**config.mk**
```make
export PLATFORM = sky130hd
export DESIGN_NAME = crcu_apb_master_flat
export DESIGN_NICKNAME = d
export VERILOG_FILES = /design/src/rtl/crcu_apb_pkg.sv /design/src/rtl/crcu_apb_master_if.sv /design/src/rtl/crcu_apb_wdog.sv /design/src/rtl/crcu_apb_master.sv /design/src/flat_wrapper.sv
export SDC_FILE = /design/constraint.sdc
export NUM_CORES = 1
export LEC_CHECK = 0
export CAP_MARGIN = 25
export CORE_ASPECT_RATIO = 1.2
export CORE_UTILIZATION = 40
export DETAILED_ROUTE_END_ITERATION = 6
export PLACE_DENSITY = 0.8
export SLEW_MARGIN = 20
export SYNTH_ARGS = -nofsm -noshare
export SYNTH_HDL_FRONTEND = slang
export SYNTH_SLANG_ARGS = --single-unit
```
**constraint.sdc**
```tcl
create_clock -name PCLK -period 2.3 [get_ports PCLK]
set_clock_uncertainty 0.1 [all_clocks]
set_input_delay 0.345 -clock PCLK [delete_from_list [all_inputs] [get_ports PCLK]]
set_output_delay 0.345 -clock PCLK [all_outputs]
set_load 0.02 [all_outputs]
```
**src/rtl/crcu_apb_pkg.sv**
```systemverilog
// Shared types and constants for the CRCU APB requester and its neighbours.
package crcu_apb_pkg;

  typedef enum logic [1:0] {
    IDLE   = 2'd0,
    SETUP  = 2'd1,
    ACCESS = 2'd2,
    RESP   = 2'd3
  } apb_mst_state_e;

  localparam int APB_ADDR_W     = 32;
  localparam int APB_DATA_W     = 32;
  localparam int CRCU_MEM_WORDS = 124;

endpackage

```
**src/rtl/crcu_apb_master_if.sv**
```systemverilog
// APB3 bus between the CRCU requester (master) and the CRCU register slave.
interface crcu_apb_master_if
  import crcu_apb_pkg::*;
#(
  parameter int ADDR_W = APB_ADDR_W,
  parameter int DATA_W = APB_DATA_W
) ();

  logic              PSEL;
  logic              PENABLE;
  logic              PWRITE;
  logic [ADDR_W-1:0] PADDR;
  logic [DATA_W-1:0] PWDATA;
  logic [DATA_W-1:0] PRDATA;
  logic              PREADY;
  logic              PSLVERR;

  modport master (
    output PSEL, PENABLE, PWRITE, PADDR, PWDATA,
    input  PRDATA, PREADY, PSLVERR
  );

  modport slave (
    input  PSEL, PENABLE, PWRITE, PADDR, PWDATA,
    output PRDATA, PREADY, PSLVERR
  );

endinterface

```
**src/rtl/crcu_apb_wdog.sv**
```systemverilog
// Loadable 8-bit saturating wait-state counter; flags the last permitted cycle.
module crcu_apb_wdog #(
  parameter int LIMIT = 16
) (
  input  logic       clk,
  input  logic       rst_n,
  input  logic       load,
  input  logic [7:0] load_val,
  input  logic       en,
  output logic       expired
);

  localparam logic [7:0] LAST = 8'(LIMIT - 1);

  logic [7:0] cnt;

  always_ff @(posedge clk or negedge rst_n) begin
    if (!rst_n) begin
      cnt <= '0;
    end else if (load) begin
      cnt <= load_val;
    end else if (en && (cnt != 8'hFF)) begin
      cnt <= cnt + 8'd1;
    end
  end

  // cnt holds completed wait cycles, so the current enabled cycle is number cnt+1
  assign expired = (cnt >= LAST);

endmodule

```
**src/rtl/crcu_apb_master.sv**
```systemverilog
// Valid/ready command channel to single APB3 transfers, with PREADY timeout and
// a valid/ready response channel. One transfer in flight at a time.
module crcu_apb_master
  import crcu_apb_pkg::*;
#(
  parameter int ADDR_W      = APB_ADDR_W,
  parameter int DATA_W      = APB_DATA_W,
  parameter int TIMEOUT_CYC = 16
) (
  input  logic              PCLK,
  input  logic              PRESETN,
  input  logic              req_valid,
  output logic              req_ready,
  input  logic              req_write,
  input  logic [ADDR_W-1:0] req_addr,
  input  logic [DATA_W-1:0] req_wdata,
  output logic              rsp_valid,
  input  logic              rsp_ready,
  output logic [DATA_W-1:0] rsp_rdata,
  output logic              rsp_err,
  output logic              rsp_timeout,
  crcu_apb_master_if.master apb
);

  apb_mst_state_e state_q, state_d;

  logic take_req;
  logic acc_done;
  logic acc_abort;
  logic wd_load;
  logic wd_en;
  logic wd_expired;

  logic              psel_q;
  logic              penable_q;
  logic              pwrite_q;
  logic [ADDR_W-1:0] paddr_q;
  logic [DATA_W-1:0] pwdata_q;

  crcu_apb_wdog #(.LIMIT(TIMEOUT_CYC)) u_wdog (
    .clk      (PCLK),
    .rst_n    (PRESETN),
    .load     (wd_load),
    .load_val (8'd0),
    .en       (wd_en),
    .expired  (wd_expired)
  );

  always_ff @(posedge PCLK or negedge PRESETN) begin
    if (!PRESETN) state_q <= IDLE;
    else          state_q <= state_d;
  end

  always_comb begin
    state_d   = state_q;
    take_req  = 1'b0;
    acc_done  = 1'b0;
    acc_abort = 1'b0;
    wd_load   = 1'b0;
    wd_en     = 1'b0;
    case (state_q)
      IDLE: begin
        if (req_valid && req_ready) begin
          take_req = 1'b1;
          state_d  = SETUP;
        end
      end
      SETUP: begin
        wd_load = 1'b1;
        state_d = ACCESS;
      end
      ACCESS: begin
        if (apb.PREADY) begin
          acc_done = 1'b1;
          state_d  = RESP;
        end else begin
          wd_en = 1'b1;
          if (wd_expired) begin
            acc_abort = 1'b1;
            state_d   = RESP;
          end
        end
      end
      RESP: begin
        if (rsp_ready) state_d = IDLE;
      end
      default: state_d = IDLE;
    endcase
  end

  // Every output is a flop; control flops follow the next state so they line up with it
  always_ff @(posedge PCLK or negedge PRESETN) begin
    if (!PRESETN) begin
      req_ready   <= 1'b0;
      rsp_valid   <= 1'b0;
      psel_q      <= 1'b0;
      penable_q   <= 1'b0;
      pwrite_q    <= 1'b0;
      paddr_q     <= '0;
      pwdata_q    <= '0;
      rsp_rdata   <= '0;
      rsp_err     <= 1'b0;
      rsp_timeout <= 1'b0;
    end else begin
      req_ready <= (state_d == IDLE);
      rsp_valid <= (state_d == RESP);
      psel_q    <= (state_d == SETUP) || (state_d == ACCESS);
      penable_q <= (state_d == ACCESS);
      if (take_req) begin
        pwrite_q <= req_write;
        paddr_q  <= req_addr;
        pwdata_q <= req_write ? req_wdata : '0;
      end
      if (acc_done) begin
        rsp_rdata   <= pwrite_q ? '0 : apb.PRDATA;
        rsp_err     <= apb.PSLVERR;
        rsp_timeout <= 1'b0;
      end else if (acc_abort) begin
        rsp_rdata   <= '0;
        rsp_err     <= 1'b1;
        rsp_timeout <= 1'b1;
      end
    end
  end

  assign apb.PSEL    = psel_q;
  assign apb.PENABLE = penable_q;
  assign apb.PWRITE  = pwrite_q;
  assign apb.PADDR   = paddr_q;
  assign apb.PWDATA  = pwdata_q;

endmodule

```
**src/flat_wrapper.sv**
```systemverilog
// flat-port wrapper written by rule: the top's interface ports become plain ports
module crcu_apb_master_flat import crcu_apb_pkg::*;
#(
  parameter int ADDR_W      = APB_ADDR_W,
  parameter int DATA_W      = APB_DATA_W,
  parameter int TIMEOUT_CYC = 16
)
  (PCLK, PRESETN, req_valid, req_ready, req_write, req_addr, req_wdata, rsp_valid, rsp_ready, rsp_rdata, rsp_err, rsp_timeout, apb_PSEL, apb_PENABLE, apb_PWRITE, apb_PADDR, apb_PWDATA, apb_PRDATA, apb_PREADY, apb_PSLVERR);
  crcu_apb_master_if #(.ADDR_W(ADDR_W), .DATA_W(DATA_W)) apb_i ();
  input  logic PCLK;
  input  logic PRESETN;
  input  logic req_valid;
  output logic req_ready;
  input  logic req_write;
  input  logic [ADDR_W-1:0] req_addr;
  input  logic [DATA_W-1:0] req_wdata;
  output logic rsp_valid;
  input  logic rsp_ready;
  output logic [DATA_W-1:0] rsp_rdata;
  output logic rsp_err;
  output logic rsp_timeout;
  output wire logic [$bits(apb_i.PSEL)-1:0] apb_PSEL;
  output wire logic [$bits(apb_i.PENABLE)-1:0] apb_PENABLE;
  output wire logic [$bits(apb_i.PWRITE)-1:0] apb_PWRITE;
  output wire logic [$bits(apb_i.PADDR)-1:0] apb_PADDR;
  output wire logic [$bits(apb_i.PWDATA)-1:0] apb_PWDATA;
  input wire logic [$bits(apb_i.PRDATA)-1:0] apb_PRDATA;
  input wire logic [$bits(apb_i.PREADY)-1:0] apb_PREADY;
  input wire logic [$bits(apb_i.PSLVERR)-1:0] apb_PSLVERR;
  assign apb_PSEL = apb_i.PSEL;
  assign apb_PENABLE = apb_i.PENABLE;
  assign apb_PWRITE = apb_i.PWRITE;
  assign apb_PADDR = apb_i.PADDR;
  assign apb_PWDATA = apb_i.PWDATA;
  assign apb_i.PRDATA = apb_PRDATA;
  assign apb_i.PREADY = apb_PREADY;
  assign apb_i.PSLVERR = apb_PSLVERR;
  crcu_apb_master #(.ADDR_W(ADDR_W), .DATA_W(DATA_W), .TIMEOUT_CYC(TIMEOUT_CYC)) u_core (.PCLK(PCLK), .PRESETN(PRESETN), .req_valid(req_valid), .req_ready(req_ready), .req_write(req_write), .req_addr(req_addr), .req_wdata(req_wdata), .rsp_valid(rsp_valid), .rsp_ready(rsp_ready), .rsp_rdata(rsp_rdata), .rsp_err(rsp_err), .rsp_timeout(rsp_timeout), .apb(apb_i));
endmodule
```
==> results of run 1 <==
==> state kept, by name, summed over array words and instances (netlist names), 2 cells and up <==
register / cells
u_core.apb.PADDR: 32
u_core.apb.PWDATA: 32
u_core.rsp_rdata: 32
u_core.state_q: 2
u_core.u_wdog.cnt: 8
==> cell families (layout without fill, tap and decap cells) <==
family,Yosys count,after routing,synth area share
adder cells (fa/ha/maj),4,4,0.0114
flip-flops,113,113,0.645
XOR/XNOR,1,1,0.00200
multiplexers,35,35,0.0894
buffers and inverters,24,252,0.0254
AND/OR/NAND/NOR,103,103,0.105
AO/OA/AOI/OAI,78,78,0.122
==> layer usage <==
metal	share of wire	wire length (um)
met5	0	0
met3	0.081	946
met1	0.39	4570
met4	0.014	161
met2	0.51	5990
==> stage by stage <==
| stage | hold WS [ns] | setup WS (ns) | std cells | power [W] | utilization |
|---|---|---|---|---|---|
| final | 0.350 | 0.352 | 715 | 0.0100 | 0.686 |
| after global routing | 0.392 | 0.274 | 715 | 0.0106 | 0.686 |
| after CTS | 0.356 | 0.340 | 715 | 0.0102 | 0.686 |
| after detailed placement | 0.232 | 0.243 | 683 | 0.00759 | 0.631 |
| after global placement | 0.227 | 0.329 | 683 | 0.00744 | 0.631 |
| after floorplan | -0.0506 | 0.587 | 358 | 0.00532 | - |
==> where the power goes <==
part	internal, W	switching [W]	total, W	leakage, nW
Combinational	0.00214	0.00204	0.00418	1.50
Clock	0.00164	0.000872	0.00251	0.275
Sequential	0.00284	0.000520	0.00336	1.47
Total	0.00662	0.00343	0.0100	3.24
==> layout by cell type (no fill, tap or decap), types with 2 or more instances in the layout <==
cell type,netlist,routed
nand4_1,2,2
a31oi_1,2,2
clkinvlp_4,0,3
nand2_1,72,72
nor2_1,10,10
dfrtp_1,113,113
buf_12,0,5
a22o_1,32,32
clkbuf_8,0,2
a21oi_1,5,5
mux2i_1,2,2
a211oi_1,2,2
clkinv_2,0,4
bufinv_16,0,2
clkbuf_1,10,2
buf_4,3,9
o21ai_0,33,33
ha_1,4,4
nand3_1,3,3
inv_1,2,2
clkdlybuf4s50_1,0,204
nor2b_1,4,4
nor3_1,4,4
clkbuf_16,0,17
mux2_2,33,33
==> final timing paths <==
check                                                       start                           endpoint  slack [ns]  cells past startpoint
worst max-delay path                u_core.apb.PWRITE$_DFFE_PN0P_                         apb_PWRITE        0.35                      1
worst min-delay path                                      PRESETN   u_core.apb.PADDR[11]$_DFFE_PN0P_        0.35                      2
worst max register to register   u_core.u_wdog.cnt[0]$_DFFE_PN0P_          u_core.apb.PSEL$_DFF_PN0_        0.41                      6
worst min register to register  u_core.apb.PWDATA[15]$_DFFE_PN0P_  u_core.apb.PWDATA[15]$_DFFE_PN0P_        0.38                      2
max in group asynchronous                                 PRESETN   u_core.rsp_rdata[16]$_DFFE_PN0P_        1.14                      3
min in group PCLK               u_core.apb.PWDATA[15]$_DFFE_PN0P_  u_core.apb.PWDATA[15]$_DFFE_PN0P_        0.38                      2
==> cell type report <==
class / count / share of cell area
sequential: 113 / 0.390
timing repair buffer: 219 / 0.306
multi-input combinational: 221 / 0.201
clock buffer: 21 / 0.0635
tap: 129 / 0.0223
clock inverter: 10 / 0.0154
inverter: 2 / 0.00104
==> flow_summary.ini, run 1 <==
[clock_tree]
cts.path.max_buffers = 2
clock_latency_ns = 0.40
post_cts_buffers = 0
htreeDepth = 4
cts_tree = built
cts_root_buf = clkbuf_16
cts.repair.resized = 0
cts.sinks = 113
cts_made_buffers = 17
path_clk_slew_ns = 0.05
cts_hold_buf = 1

[synthesis]
yosysMostFrequentCell = dfrtp_1
syn_avg_cell_area_um2 = 12.2
netlist_area_um2 = 4380
synth_cell_type_count = 32
netlist.area_leader.share = 0.645
synthTopCellsByCount = dfrtp_1, nand2_1, mux2_2, o21ai_0, a22o_1
ys_ff_latch = 113
yosys_most_used_dff = dfrtp_1
syn_inst = 358
synthTopCellsByArea = dfrtp_1, mux2_2, a22o_1, nand2_1, o21ai_0
yosysSeqAreaShare = 0.645
synth_top_area_cell = dfrtp_1
syn-num-nets = 465
synth-edff-count = 0
ys.warnings.count = 0
async_reset_ff_frac = 1.00

[timing]
setup_viol = 0
slew_viol_final = 0
period_minus_slack_ns = 1.95
worstMarginPinSlew_ns = 0.568
setup_tns_ns = 0
rsz0062_at_grt = no
post-route-period-util = 0.847
hold_viol = 0
max_freq_mhz = 513
maxSlewHeadroom = 0.621

[detailed_routing]
post-route-drc-count = 0
wl_um = 11700
post_drt_wl_per_cell_um = 16.3
ant_nets = 0
routed-via-count = 3572
drt-initial-drc-count = 88
firstDrtPassIters = 4
post_drt_via_cell_ratio = 5.00

[worst_setup_path]
worst-path-buf-inv = 1
worst_setup_path_start_kind = flop
critical_path_required_ns = 1.86
endpoint_kind = primary output
crit_family = buffers and inverters
slowest_delay_ns = 0.66
path_cells = clkdlybuf4s50_1
slowest_stage = clkdlybuf4s50_1
arrival_ns = 1.50
critPathMaxFanout = 3
crit_type = reg2out

[floorplanning]
io_pins = 206
initial_core_util = 0.415
rows = 41
dieHeight_um = 117
core_um2 = 10600
die_width_um = 97.6
die_area_um2 = 11400

[grt]
grt_pass1_vias = 3797
grt_pass1_wl_um = 18700
grt_util_met1 = 0.247
grt_max_degree = 46
antenna_found_initial = 0
track_usage = 0.211
use_met2 = 0.360
overflow = 0
top_usage_layer = met2
grt_use_met3 = 0.0778

[place]
placed_cell_area_um2 = 6660
gp_congestion = 0.837
hpwl_um = 8510
io_buffers = 205

[finish]
drive_gt1_frac = 0.138
nets = 681
regArea_um2 = 2830
multi_input_area_um2 = 1460
diodes = 0
area_delta_synth_final_pct = 65.3
nFillCells = 799
stdcell_area_um2 = 7250

[hold_path]
hp-class = in2async

[power]
power.leakage_nw = 3.24
vdd_drop_max_mv = 0.734
power_density_nw_per_um2 = 1390

[run]
cap_violations = 0

[run_status]
status = completed
(Power assumes the default switching activity.)
==> inputs of run 2 (changes only) <==
--- a/config.mk
+++ b/config.mk
@@ -7,9 +7,9 @@
 export LEC_CHECK = 0
 export CAP_MARGIN = 25
 export CORE_ASPECT_RATIO = 1.2
-export CORE_UTILIZATION = 40
+export CORE_UTILIZATION = 37
 export DETAILED_ROUTE_END_ITERATION = 6
-export PLACE_DENSITY = 0.8
+export PLACE_DENSITY = 0.78
 export SLEW_MARGIN = 20
 export SYNTH_ARGS = -nofsm -noshare
 export SYNTH_HDL_FRONTEND = slang
==> constraint.sdc (replaced) <==
create_clock -name PCLK -period 1.6 [get_ports PCLK]
set_clock_uncertainty 0.1 [all_clocks]
set_input_delay 0.24 -clock PCLK [delete_from_list [all_inputs] [get_ports PCLK]]
set_output_delay 0.24 -clock PCLK [all_outputs]
set_load 0.02 [all_outputs]
==> flow_summary.ini, run 2 (synthesis gave the netlist of run 1 again) <==
[floorplanning]
die_area_um2 = 12300
io_pins = 206
core_um2 = 11600
rows = 43
initial_core_util = 0.379
dieHeight_um = 121
die_width_um = 101

[timing]
fin_ws_ns = -0.0515
period_minus_slack_ns = 1.65
post-route-period-util = 1.03
rsz0062_at_grt = yes
hold_viol = 0
maxSlewHeadroom = 0.799
max_freq_mhz = 606
slew_viol_final = 0
worstMarginPinSlew_ns = 0.301
setup_viol = 34

[grt]
overflow = 0
grt_pass1_wl_um = 18700
track_usage = 0.202
grt_max_degree = 54
antenna_found_initial = 0
grt_pass1_vias = 3888

[hold_path]
hp-class = in2async

[worst_setup_path]
slowest_delay_ns = 0.38
critPathMaxFanout = 3
worst-path-buf-inv = 0
worst_setup_path_start_kind = flop
crit_family = simple AND/OR/NAND/NOR gates
crit_type = reg2reg
endpoint_kind = flop
path_cells = nor4_2 > nand2_2 > o311ai_4 > nand2_1 > ha_2
slowest_stage = dfrtp_1
critical_path_required_ns = 1.85
arrival_ns = 1.90

[clock_tree]
cts_made_buffers = 17
clock_latency_ns = 0.41
cts.path.max_buffers = 2
cts_tree = built
htreeDepth = 4
path_clk_slew_ns = 0.05
cts_root_buf = clkbuf_16
cts.sinks = 113

[run]
cap_violations = 0

[power]
switching_share = 0.361
pwr-share-comb = 0.404
p_clk_frac = 0.248
power.leakage_nw = 3.68
power_frac_seq = 0.348
power.internal_w = 0.00871
vdd_drop_max_mv = 0.972
p_sw_w = 0.00493
power_density_nw_per_um2 = 1850

[detailed_routing]
post-route-drc-count = 0
firstDrtPassIters = 4
ant_nets = 0
routed-via-count = 3690
drt-initial-drc-count = 69
post_drt_via_cell_ratio = 4.84
wl_um = 11800
post_drt_wl_per_cell_um = 15.5

[finish]
fin_util = 0.638
drive_gt1_frac = 0.185
diodes = 0
nets = 700
final_cell_mix = dfrtp_1, dlygate4sd2_1, clkdlybuf4s50_1
layout_commonest_cell = dfrtp_1
area_delta_synth_final_pct = 68.4

[run_status]
violations = negative setup slack
status = complete, but fails checks

[place]
gp_congestion = 0.784
io_buffers = 205
place_ws_ns = -0.229
hpwl_um = 8460
## run 2: routing by layer
metal	GRT usage	share of wire
met5	0	0
met4	0.105	0.025
met3	0.0760	0.083
met2	0.341	0.51
met1	0.219	0.38
## run 2: per-stage QoR
stage	total power, W	instances	hold slack (ns)	area, um^2	TNS [ns]
CTS	0.0137	761	0.0967	7300	-1.44
detailed placement	0.0111	729	-0.0127	6870	-6.13
floorplan	0.00769	358	-0.156	4410	-0.0335
finish	0.0136	762	0.121	7380	-0.769
global route	0.0144	762	0.126	7380	-3.84
global placement	0.0109	729	-0.0123	6870	-3.59
## run 2: what timing repair did
action / 4_1_cts / 5_1_grt
gates resized for setup: 106 / 19
pin swaps: 2 / 8
endpoints found under the setup margin: 180 / 83
hold buffers: 1 / 0
setup buffers: 0 / 1
endpoints found under the hold margin: 113 / 0
## run 2: cell type report
cell class,count,area (um^2)
Fill cell,940,4190
Sequential cell,113,2830
Timing Repair Buffer,238,2260
Multi-Input combinational cell,221,1550
Clock buffer,26,509
Tap cell,157,196
Clock inverter,5,27.5
Inverter,2,7.51
## run 2: final timing paths
check	start	endpoint	slack [ns]	depth (start not counted)
max in group asynchronous	PRESETN	u_core.apb.PWDATA[19]$_DFFE_PN0P_	0.77	3
hold reg to reg	u_core.apb.PWDATA[29]$_DFFE_PN0P_	u_core.apb.PWDATA[29]$_DFFE_PN0P_	0.37	2
min in group PCLK	req_wdata[5]	u_core.apb.PWDATA[5]$_DFFE_PN0P_	0.28	3
setup reg to reg	u_core.u_wdog.cnt[5]$_DFFE_PN0P_	u_core.apb.PSEL$_DFF_PN0_	-0.05	5
setup / recovery	u_core.u_wdog.cnt[5]$_DFFE_PN0P_	u_core.apb.PSEL$_DFF_PN0_	-0.05	5
hold / removal	PRESETN	u_core.rsp_rdata[6]$_DFFE_PN0P_	0.12	2
## run 2: power by group through the flow
stage,Clock [W],Combinational [W],Sequential [W]
2_1_floorplan,0,0.00149,0.00620
3_3_place_gp,0,0.00612,0.00474
3_5_place_dp,0,0.00627,0.00480
4_1_cts,0.00345,0.00549,0.00474
5_1_grt,0.00357,0.00592,0.00490
6_report,0.00338,0.00551,0.00475
==> inputs of run 3 (changes only) <==
--- a/config.mk
+++ b/config.mk
@@ -6,11 +6,11 @@
 export NUM_CORES = 1
 export LEC_CHECK = 0
 export CAP_MARGIN = 25
-export CORE_ASPECT_RATIO = 1.2
+export CORE_ASPECT_RATIO = 1.25
+export CORE_MARGIN = 5
 export CORE_UTILIZATION = 37
 export DETAILED_ROUTE_END_ITERATION = 6
 export PLACE_DENSITY = 0.78
-export SLEW_MARGIN = 20
 export SYNTH_ARGS = -nofsm -noshare
 export SYNTH_HDL_FRONTEND = slang
 export SYNTH_SLANG_ARGS = --single-unit
==> flow_summary.ini, run 3 (synthesis gave the netlist of run 1 again) <==
[run_status]
status = complete, but fails checks
violations = negative setup slack

[timing]
slew_viol_final = 0
setup_viol = 35
maxSlewHeadroom = 0.762
rsz0062_at_grt = yes
post-route-period-util = 1.03
period_minus_slack_ns = 1.65
hold_viol = 0
timing.hold.ws_ns = 0.280
max_freq_mhz = 605
setup_tns_ns = -0.850
fin_ws_ns = -0.0522
worstMarginPinSlew_ns = 0.357

[worst_setup_path]
critical_path_required_ns = 1.84
crit_type = reg2reg
endpoint_kind = flop
critPathMaxFanout = 3
arrival_ns = 1.89
worst_setup_path_start_kind = flop

[clock_tree]
cts_root_buf = clkbuf_16
cts_tree = built
path_clk_slew_ns = 0.05
htreeDepth = 4
cts_made_buffers = 17
clock_latency_ns = 0.40
cts.path.max_buffers = 2
cts.sinks = 113

[finish]
final_cell_mix = dfrtp_1, dlygate4sd2_1, clkdlybuf4s50_1
regArea_um2 = 2830
diodes = 0
stdcell_area_um2 = 7520
drive_gt1_frac = 0.199
fin_util = 0.647
layout_commonest_cell = dfrtp_1
multi_input_area_um2 = 1550
nFillCells = 899
final_cells = 769
nets = 702
area_delta_synth_final_pct = 71.5

[detailed_routing]
routed-via-count = 3673
firstDrtPassIters = 4
post_drt_via_cell_ratio = 4.78
drt-initial-drc-count = 73
ant_nets = 0
post-route-drc-count = 0
wl_um = 12800
post_drt_wl_per_cell_um = 16.6

[hold_path]
hp-class = in2async

[grt]
antenna_found_initial = 0
overflow = 0
grt_max_degree = 65
grt_pass1_wl_um = 20300
track_usage = 0.183
grt_pass1_vias = 4009

[floorplanning]
io_pins = 206
core_um2 = 11600
initial_core_util = 0.377
dieHeight_um = 132
die_area_um2 = 14100
rows = 44
die_width_um = 107

[place]
gp_congestion = 0.807
io_buffers = 205
hpwl_um = 9190
placed_cell_area_um2 = 6890
dp.cells = 733

[power]
power_density_nw_per_um2 = 1920
vdd_drop_max_mv = 0.877
power.leakage_nw = 3.74

[run]
cap_violations = 0
[run 3: critical path, stage by stage, from the launching register on]
cell	delay, ns
dfrtp_1	0.39
nor4_2	0.30
nand2_2	0.12
o311ai_4	0.26
nand2_1	0.09
ha_2	0.33
[run 3: worst paths after layout]
kind / start / endpoint / slack [ns] / cells past startpoint
max: u_core.u_wdog.cnt[4]$_DFFE_PN0P_ / u_core.apb.PSEL$_DFF_PN0_ / -0.05 / 5
max in group asynchronous: PRESETN / u_core.apb.PADDR[3]$_DFFE_PN0P_ / 0.78 / 3
min: PRESETN / u_core.apb.PADDR[25]$_DFFE_PN0P_ / 0.28 / 3
min reg2reg: u_core.apb.PWDATA[25]$_DFFE_PN0P_ / u_core.apb.PWDATA[25]$_DFFE_PN0P_ / 0.37 / 2
max reg2reg: u_core.u_wdog.cnt[4]$_DFFE_PN0P_ / u_core.apb.PSEL$_DFF_PN0_ / -0.05 / 5
min in group PCLK: req_wdata[12] / u_core.apb.PWDATA[12]$_DFFE_PN0P_ / 0.29 / 3
[run 3: through the flow]
stage | total power [W] | setup WS [ns]
finish | 0.0144 | -0.0522
global route | 0.0152 | -0.139
CTS | 0.0145 | -0.0714
detailed placement | 0.0111 | -0.270
global placement | 0.0109 | -0.199
floorplan | 0.00769 | -0.0335
[run 3: cell type report]
| type | instances | area share |
|---|---|---|
| flip-flops and latches | 113 | 0.377 |
| repair buffers | 240 | 0.302 |
| multi-input cells | 221 | 0.207 |
| clock buffers | 23 | 0.0663 |
| well taps | 161 | 0.0268 |
| clock inverters | 9 | 0.0201 |
| inverters | 2 | 0.000999 |
[run 3: timing repair]
item / in CTS / in global routing
hold buffers: 1 / 0
hold endpoints to repair: 113 / 0
buffers inserted: 3 / 0
pin swaps: 4 / 3
endpoints found under the setup margin: 188 / 54
resized for setup: 110 / 15
[run 3: power by group]
part	switching (W)	total, W	internal (W)
clock network	0.00127	0.00408	0.00281
registers	0.000658	0.00475	0.00409
logic	0.00311	0.00559	0.00248
total	0.00504	0.0144	0.00937
[run 3: routing by layer]
metal,GRT usage,part of all wire,vias up
met4,0.0730,0.023,0
met3,0.0770,0.088,20
li1,-,-,1726
met2,0.311,0.51,181
met1,0.200,0.38,1746
met5,0,0,-
